File: config.mk
export PLATFORM = sky130hd
export DESIGN_NAME = bram_bus_bridge_rv32_flat
export DESIGN_NICKNAME = d
export VERILOG_FILES = /design/src/rtl/bram_bus_bridge_rv32_if.sv /design/src/rtl/bram_bus_bridge_rv32.sv /design/src/flat_wrapper.sv
export SDC_FILE = /design/constraint.sdc
export NUM_CORES = 1
export LEC_CHECK = 0
export CORE_MARGIN = 3
export CORE_UTILIZATION = 36
export DETAILED_ROUTE_END_ITERATION = 7
export GPL_ROUTABILITY_DRIVEN = 0
export PLACE_DENSITY_LB_ADDON = 0.1
export SLEW_MARGIN = 20
export SYNTH_ARGS = -nofsm -noshare
export SYNTH_HDL_FRONTEND = slang
export SYNTH_SLANG_ARGS = --single-unit
File: constraint.sdc
create_clock -name clk -period 2.3 [get_ports clk]
set_input_delay 0.345 -clock clk [delete_from_list [all_inputs] [get_ports clk]]
set_output_delay 0.345 -clock clk [all_outputs]
set_load 0.02 [all_outputs]
File: src/rtl/bram_bus_bridge_rv32_if.sv
// bram_bus_bridge_rv32_if: CPU request/response bundle plus the BRAM port and
// error flag of the bridge. The master side is the environment (CPU + BRAM);
// the slave side is the bridge itself.
interface bram_bus_bridge_rv32_if #(
    parameter int unsigned data_width    = 32,
    parameter int unsigned address_width = 32
);
    logic                     mem_valid;
    logic [address_width-1:0] mem_addr;
    logic [data_width-1:0]    mem_wdata;
    logic [3:0]               mem_wstrb;
    logic                     mem_ready;
    logic [data_width-1:0]    mem_rdata;
    logic [address_width-1:0] ram_addr;
    logic [3:0]               ram_wr;
    logic [data_width-1:0]    ram_din;
    logic [data_width-1:0]    ram_dout;
    logic                     err;
    logic                     err_clr;

    modport master (
        output mem_valid, mem_addr, mem_wdata, mem_wstrb, ram_dout, err_clr,
        input  mem_ready, mem_rdata, ram_addr, ram_wr, ram_din, err
    );

    modport slave (
        input  mem_valid, mem_addr, mem_wdata, mem_wstrb, ram_dout, err_clr,
        output mem_ready, mem_rdata, ram_addr, ram_wr, ram_din, err
    );
endinterface

File: src/rtl/bram_bus_bridge_rv32.sv
// bram_bus_bridge_rv32: bridges a PicoRV32-style valid/ready memory bus onto a
// single-port BRAM with one cycle of read latency. Requests inside
// [BaseAddress, EndAddress] take four states (IDLE->ISSUE->CAPTURE->DONE);
// requests outside the window skip the BRAM and complete from IDLE->DONE.
// Optional feature macro: BRAM_BRIDGE_ERR_EN enables the sticky out-of-range
// err flag (cleared by err_clr, set wins). Without it err is tied to 0.
module bram_bus_bridge_rv32 #(
    parameter logic [63:0] BaseAddress   = 64'h0,
    parameter logic [63:0] EndAddress    = 64'h0,
    parameter int unsigned data_width    = 32,
    parameter int unsigned address_width = 32
) (
    input  logic                    clk,
    input  logic                    reset_n,
    bram_bus_bridge_rv32_if.slave   io_bus
);

    localparam int unsigned AW = address_width;
    localparam int unsigned DW = data_width;

    typedef enum logic [1:0] {
        IDLE,
        ISSUE,
        CAPTURE,
        DONE
    } state_t;

    state_t          r_state;
    logic            r_mem_ready;
    logic [DW-1:0]   r_mem_rdata;
    logic [AW-1:0]   r_ram_addr;
    logic [3:0]      r_ram_wr;
    logic [DW-1:0]   r_ram_din;
    logic            r_is_read;

    logic [AW-1:0]   w_base;
    logic [AW-1:0]   w_end;
    logic            w_in_range;
    logic            w_accept_oor;

    // Window bounds as nets so the unsigned compare stays full-width.
    assign w_base       = AW'(BaseAddress);
    assign w_end        = AW'(EndAddress);
    assign w_in_range   = (io_bus.mem_addr >= w_base) && (io_bus.mem_addr <= w_end);
    assign w_accept_oor = (r_state == IDLE) && io_bus.mem_valid && !w_in_range;

    // Transaction FSM with all bus and BRAM outputs registered.
    always_ff @(posedge clk or negedge reset_n) begin
        if (!reset_n) begin
            r_state     <= IDLE;
            r_mem_ready <= 1'b0;
            r_mem_rdata <= '0;
            r_ram_addr  <= '0;
            r_ram_wr    <= 4'h0;
            r_ram_din   <= '0;
            r_is_read   <= 1'b0;
        end else begin
            case (r_state)
                IDLE: begin
                    if (io_bus.mem_valid) begin
                        if (w_in_range) begin
                            r_ram_addr <= io_bus.mem_addr;
                            r_ram_din  <= io_bus.mem_wdata;
                            r_ram_wr   <= io_bus.mem_wstrb;
                            r_is_read  <= (io_bus.mem_wstrb == 4'h0);
                            r_state    <= ISSUE;
                        end else begin
                            r_mem_rdata <= '0;
                            r_mem_ready <= 1'b1;
                            r_state     <= DONE;
                        end
                    end
                end
                ISSUE: begin
                    r_ram_wr <= 4'h0;
                    r_state  <= CAPTURE;
                end
                CAPTURE: begin
                    r_mem_rdata <= r_is_read ? io_bus.ram_dout : '0;
                    r_mem_ready <= 1'b1;
                    r_state     <= DONE;
                end
                DONE: begin
                    r_mem_ready <= 1'b0;
                    r_state     <= IDLE;
                end
            endcase
        end
    end

    assign io_bus.mem_ready = r_mem_ready;
    assign io_bus.mem_rdata = r_mem_rdata;
    assign io_bus.ram_addr  = r_ram_addr;
    assign io_bus.ram_wr    = r_ram_wr;
    assign io_bus.ram_din   = r_ram_din;

`ifdef BRAM_BRIDGE_ERR_EN
    logic r_err;

    // Sticky out-of-range flag; a new violation outranks a same-cycle clear.
    always_ff @(posedge clk or negedge reset_n) begin
        if (!reset_n) begin
            r_err <= 1'b0;
        end else if (w_accept_oor) begin
            r_err <= 1'b1;
        end else if (io_bus.err_clr) begin
            r_err <= 1'b0;
        end
    end

    assign io_bus.err = r_err;
`else
    logic w_unused_err;

    // Error reporting compiled out: flag tied low, clear input ignored.
    assign w_unused_err = io_bus.err_clr ^ w_accept_oor;
    assign io_bus.err   = 1'b0;
`endif

endmodule
File: src/flat_wrapper.sv
// flat-port wrapper written by rule: the top's interface ports become plain ports
module bram_bus_bridge_rv32_flat 
#(
    parameter logic [63:0] BaseAddress   = 64'h0,
    parameter logic [63:0] EndAddress    = 64'h0,
    parameter int unsigned data_width    = 32,
    parameter int unsigned address_width = 32
)
  (clk, reset_n, io_bus_mem_valid, io_bus_mem_addr, io_bus_mem_wdata, io_bus_mem_wstrb, io_bus_ram_dout, io_bus_err_clr, io_bus_mem_ready, io_bus_mem_rdata, io_bus_ram_addr, io_bus_ram_wr, io_bus_ram_din, io_bus_err);
  bram_bus_bridge_rv32_if #(.data_width(data_width), .address_width(address_width)) io_bus_i ();
  input  logic clk;
  input  logic reset_n;
  input wire logic [$bits(io_bus_i.mem_valid)-1:0] io_bus_mem_valid;
  input wire logic [$bits(io_bus_i.mem_addr)-1:0] io_bus_mem_addr;
  input wire logic [$bits(io_bus_i.mem_wdata)-1:0] io_bus_mem_wdata;
  input wire logic [$bits(io_bus_i.mem_wstrb)-1:0] io_bus_mem_wstrb;
  input wire logic [$bits(io_bus_i.ram_dout)-1:0] io_bus_ram_dout;
  input wire logic [$bits(io_bus_i.err_clr)-1:0] io_bus_err_clr;
  output wire logic [$bits(io_bus_i.mem_ready)-1:0] io_bus_mem_ready;
  output wire logic [$bits(io_bus_i.mem_rdata)-1:0] io_bus_mem_rdata;
  output wire logic [$bits(io_bus_i.ram_addr)-1:0] io_bus_ram_addr;
  output wire logic [$bits(io_bus_i.ram_wr)-1:0] io_bus_ram_wr;
  output wire logic [$bits(io_bus_i.ram_din)-1:0] io_bus_ram_din;
  output wire logic [$bits(io_bus_i.err)-1:0] io_bus_err;
  assign io_bus_i.mem_valid = io_bus_mem_valid;
  assign io_bus_i.mem_addr = io_bus_mem_addr;
  assign io_bus_i.mem_wdata = io_bus_mem_wdata;
  assign io_bus_i.mem_wstrb = io_bus_mem_wstrb;
  assign io_bus_i.ram_dout = io_bus_ram_dout;
  assign io_bus_i.err_clr = io_bus_err_clr;
  assign io_bus_mem_ready = io_bus_i.mem_ready;
  assign io_bus_mem_rdata = io_bus_i.mem_rdata;
  assign io_bus_ram_addr = io_bus_i.ram_addr;
  assign io_bus_ram_wr = io_bus_i.ram_wr;
  assign io_bus_ram_din = io_bus_i.ram_din;
  assign io_bus_err = io_bus_i.err;
  bram_bus_bridge_rv32 #(.BaseAddress(BaseAddress), .EndAddress(EndAddress), .data_width(data_width), .address_width(address_width)) u_core (.clk(clk), .reset_n(reset_n), .io_bus(io_bus_i));
endmodule
==> impl_metrics.ini, run 1 <==
[grt]
grt_max_degree = 65
antenna_found_initial = 0
grt_pass1_wl_microns = 17640
grt.overflow.total = 0
grt_use_met2_pct = 29.15
busiest_layer = met2
first_global_vias = 3318
grt_usage_pct = 17.71
use_met3_pct = 7.120
gr-usage-met1_pct = 20.49

[sta]
period_share_pct = 94.70
tightest_slew_ps = 509.2
rsz0062_at_grt = false
max_slew_margin_pct = 66.06
setup_viol = 0
min_period_ps = 2178
clock.fmax_mhz = 459.1
hold_viol = 0
drv_slew = 0
tns_ps = 0
clock-skew-final_ps = 13.02

[synthesis]
synth_seq_cells = 104
synthArstFlopShare_pct = 100.0
ys.flop_type = dfrtp_1
syn_avg_cell_area_sq_um = 12.19
synth-edff-count = 0
yosys.area.top_type = dfrtp_1
syn-num-nets = 437
syn-cell-area_sq_um = 4010
synthDistinctLibCells = 26
yosys_warnings = 0
synth_top_area_share_pct = 64.90
netlist_top_cells_area = dfrtp_1 65%, mux2_2 9.8%, nand2_1 6.1%
seq_area_frac_synth_pct = 64.90
syn_inst = 329

[worst_setup_path]
slowest_stage = dfrtp_1
crit_arrival_ps = 2440
timing.critical_path.cells = inv_1, ha_2, nor4b_4, nand4_1, nor4_4, buf_6, buf_12, mux2_2
cp_num_buf_inv = 3
start_kind = register
cp.required_ps = 2560
crit_cells = 8
worstRegToRegCells = 8
critPathTopFamily = simple AND/OR/NAND/NOR gates
worst_path_largest_cell_delay_ps = 390
crit_fanout = 15
startpoint = u_core.r_state[0]
path_class = reg2reg
timing.rr.start = u_core.r_state[0]
endpoint_kind = register

[cts]
insertion_delay_ps = 370
path_clk_slew_ps = 110
cts_tree = yes
cts.sinks = 104
clockBufferDepth = 2
htree_levels = 3
root_buffer = clkbuf_8
cts_buffers = 9

[power_and_ir_drop]
internal-power_w = 0.002722
cellPowerDensity_nw_per_um2 = 576.6
clockPowerShare_pct = 31.4
switching_share_pct = 28.38
fin_total_pwr_w = 0.003802
vdd_ir_drop_max_mv = 0.4793
combPwrFrac_pct = 19.3
p_sw_w = 0.001079
p_leak_nw = 2.912
p_seq_share_pct = 49.3

[routing]
first_pass_iters = 4
wl_per_cell_microns = 15.77
ant_nets = 0
routed_wl_microns = 10830
vias = 3179
route.detailed.drc = 0
drt_first_iter_violations = 104
via_per_inst = 4.627

[finish]
fin_nets = 654
area_delta_synth_final_pct = 64.40
layout_commonest_cell = clkdlybuf4s50_1
antenna_cells = 0
fillers = 877
layout_common_cells = 202 x clkdlybuf4s50_1, 104 x dfrtp_1, 65 x nand2_1
layout-drive-gt1-share_pct = 14.52

[die]
io_pins = 206
die_area_sq_um = 12440
die_x_microns = 111.5
rows = 37
die_h_microns = 111.5
initial_utilization_pct = 37.99
coreArea_sq_um = 10560

[min_path]
min_path_type = in2async

[job]
cap_violations = 0

[outcome]
status = finished clean

[placement]
hpwl_microns = 8016
portBuffers = 203
==> path summary, 6_finish.rpt <==
check | end | slack (ps)
worst max-delay path | u_core.io_bus.ram_din[25] | 120
worst min-delay path | u_core.io_bus.ram_addr[17] | 470
worst max register to register | u_core.io_bus.ram_din[25] | 120
worst min register to register | u_core.io_bus.mem_rdata[6] | 480
max in group asynchronous | u_core.io_bus.ram_din[15] | 1160
min in group clk | u_core.io_bus.mem_rdata[6] | 480
==> layout make-up <==
class,instances,area (sq um),share of cell area [%]
Sequential cell,104,2603,39.48
Timing Repair Buffer,226,2276,34.52
Multi-Input combinational cell,202,1323,20.06
Tap cell,136,170.2,2.581
Clock buffer,9,123.9,1.879
Clock inverter,7,86.33,1.310
Inverter,3,11.26,0.1708
==> per-layer routing <==
metal	routed length [microns]	part of all wire (%)
met4	224	2.1
met5	0	0
met3	1045	9.6
met1	4249	39
met2	5314	49
==> cells by family (layout without fill, tap and decap cells) <==
family                   Yosys count  after routing  synth area share [%]
buffers and inverters             23            245                 2.995
multiplexers                      39             39                 10.83
adder cells (fa/ha/maj)            4              4                 1.248
AO/OA/AOI/OAI                     42             42                 5.523
other                              1              1               0.09351
flip-flops                       104            104                 64.90
AND/OR/NAND/NOR                  116            116                 14.41
==> metrics by stage <==
stage / hold slack [ps] / util (%) / std cells / setup WS [ps] / area [sq um]
6_report: 466.3 / 62.46 / 687 / 121.9 / 6593
3_5_place_dp: 345.7 / 59.39 / 663 / -186.2 / 6269
5_1_grt: 481.1 / 62.46 / 687 / 8.532 / 6593
4_1_cts: 471.1 / 61.47 / 680 / 5.475 / 6489
2_1_floorplan: 49.41 / - / 329 / 77.07 / 4010
3_3_place_gp: 344.1 / 59.39 / 663 / -150.1 / 6269
==> state kept, by name, summed over array words and instances, names as in the netlist <==
register and cells:
u_core.io_bus.mem_rdata 32, u_core.io_bus.ram_addr 32, u_core.io_bus.ram_din 32, u_core.io_bus.ram_wr 4, u_core.r_state 2, u_core.io_bus.mem_ready 1
u_core.r_is_read 1
==> power groups by stage <==
stage          Clock (W)  Combinational (W)  Sequential (W)
3_5_place_dp           0           0.000711         0.00191
5_1_grt          0.00131           0.000821         0.00188
2_1_floorplan          0           0.000344         0.00192
6_report         0.00119           0.000735         0.00187
3_3_place_gp           0           0.000700         0.00191
4_1_cts          0.00125           0.000715         0.00188
==> synth_stat cells (2+ instances only) <==
cell,count
inv_1,3
a21oi_1,2
clkbuf_1,8
buf_4,5
nor4_1,7
o21ai_1,4
ha_1,4
nand2_1,65
nand3b_1,4
mux2_2,35
nor2b_1,32
nor2_1,2
buf_2,6
dfrtp_1,104
nand4_1,2
o21ai_0,33
mux2i_1,4
==> worst reg2reg max path: stages (launching register included) <==
cell and delay [ps]:
dfrtp_1 390, inv_1 100, ha_2 200, nor4b_4 180, nand4_1 220, nor4_4 310
buf_6 190, buf_12 150, mux2_2 340
==> timing repair <==
action / CTS / global route
gates resized for setup: 0 / 10
hold buffers: 1 / 0
setup buffers: 0 / 6
endpoints found under the hold margin: 37 / 0
endpoints found under the setup margin: 0 / 93
Note: power is estimated with default switching activity, not from simulation.
==> run 2, diff against run 1 <==
Settings changed: CTS_CLUSTER_SIZE set to 40.
==> results of run 2 <==
Same layout as run 1: the final DEF is identical, and so are final timing and power.
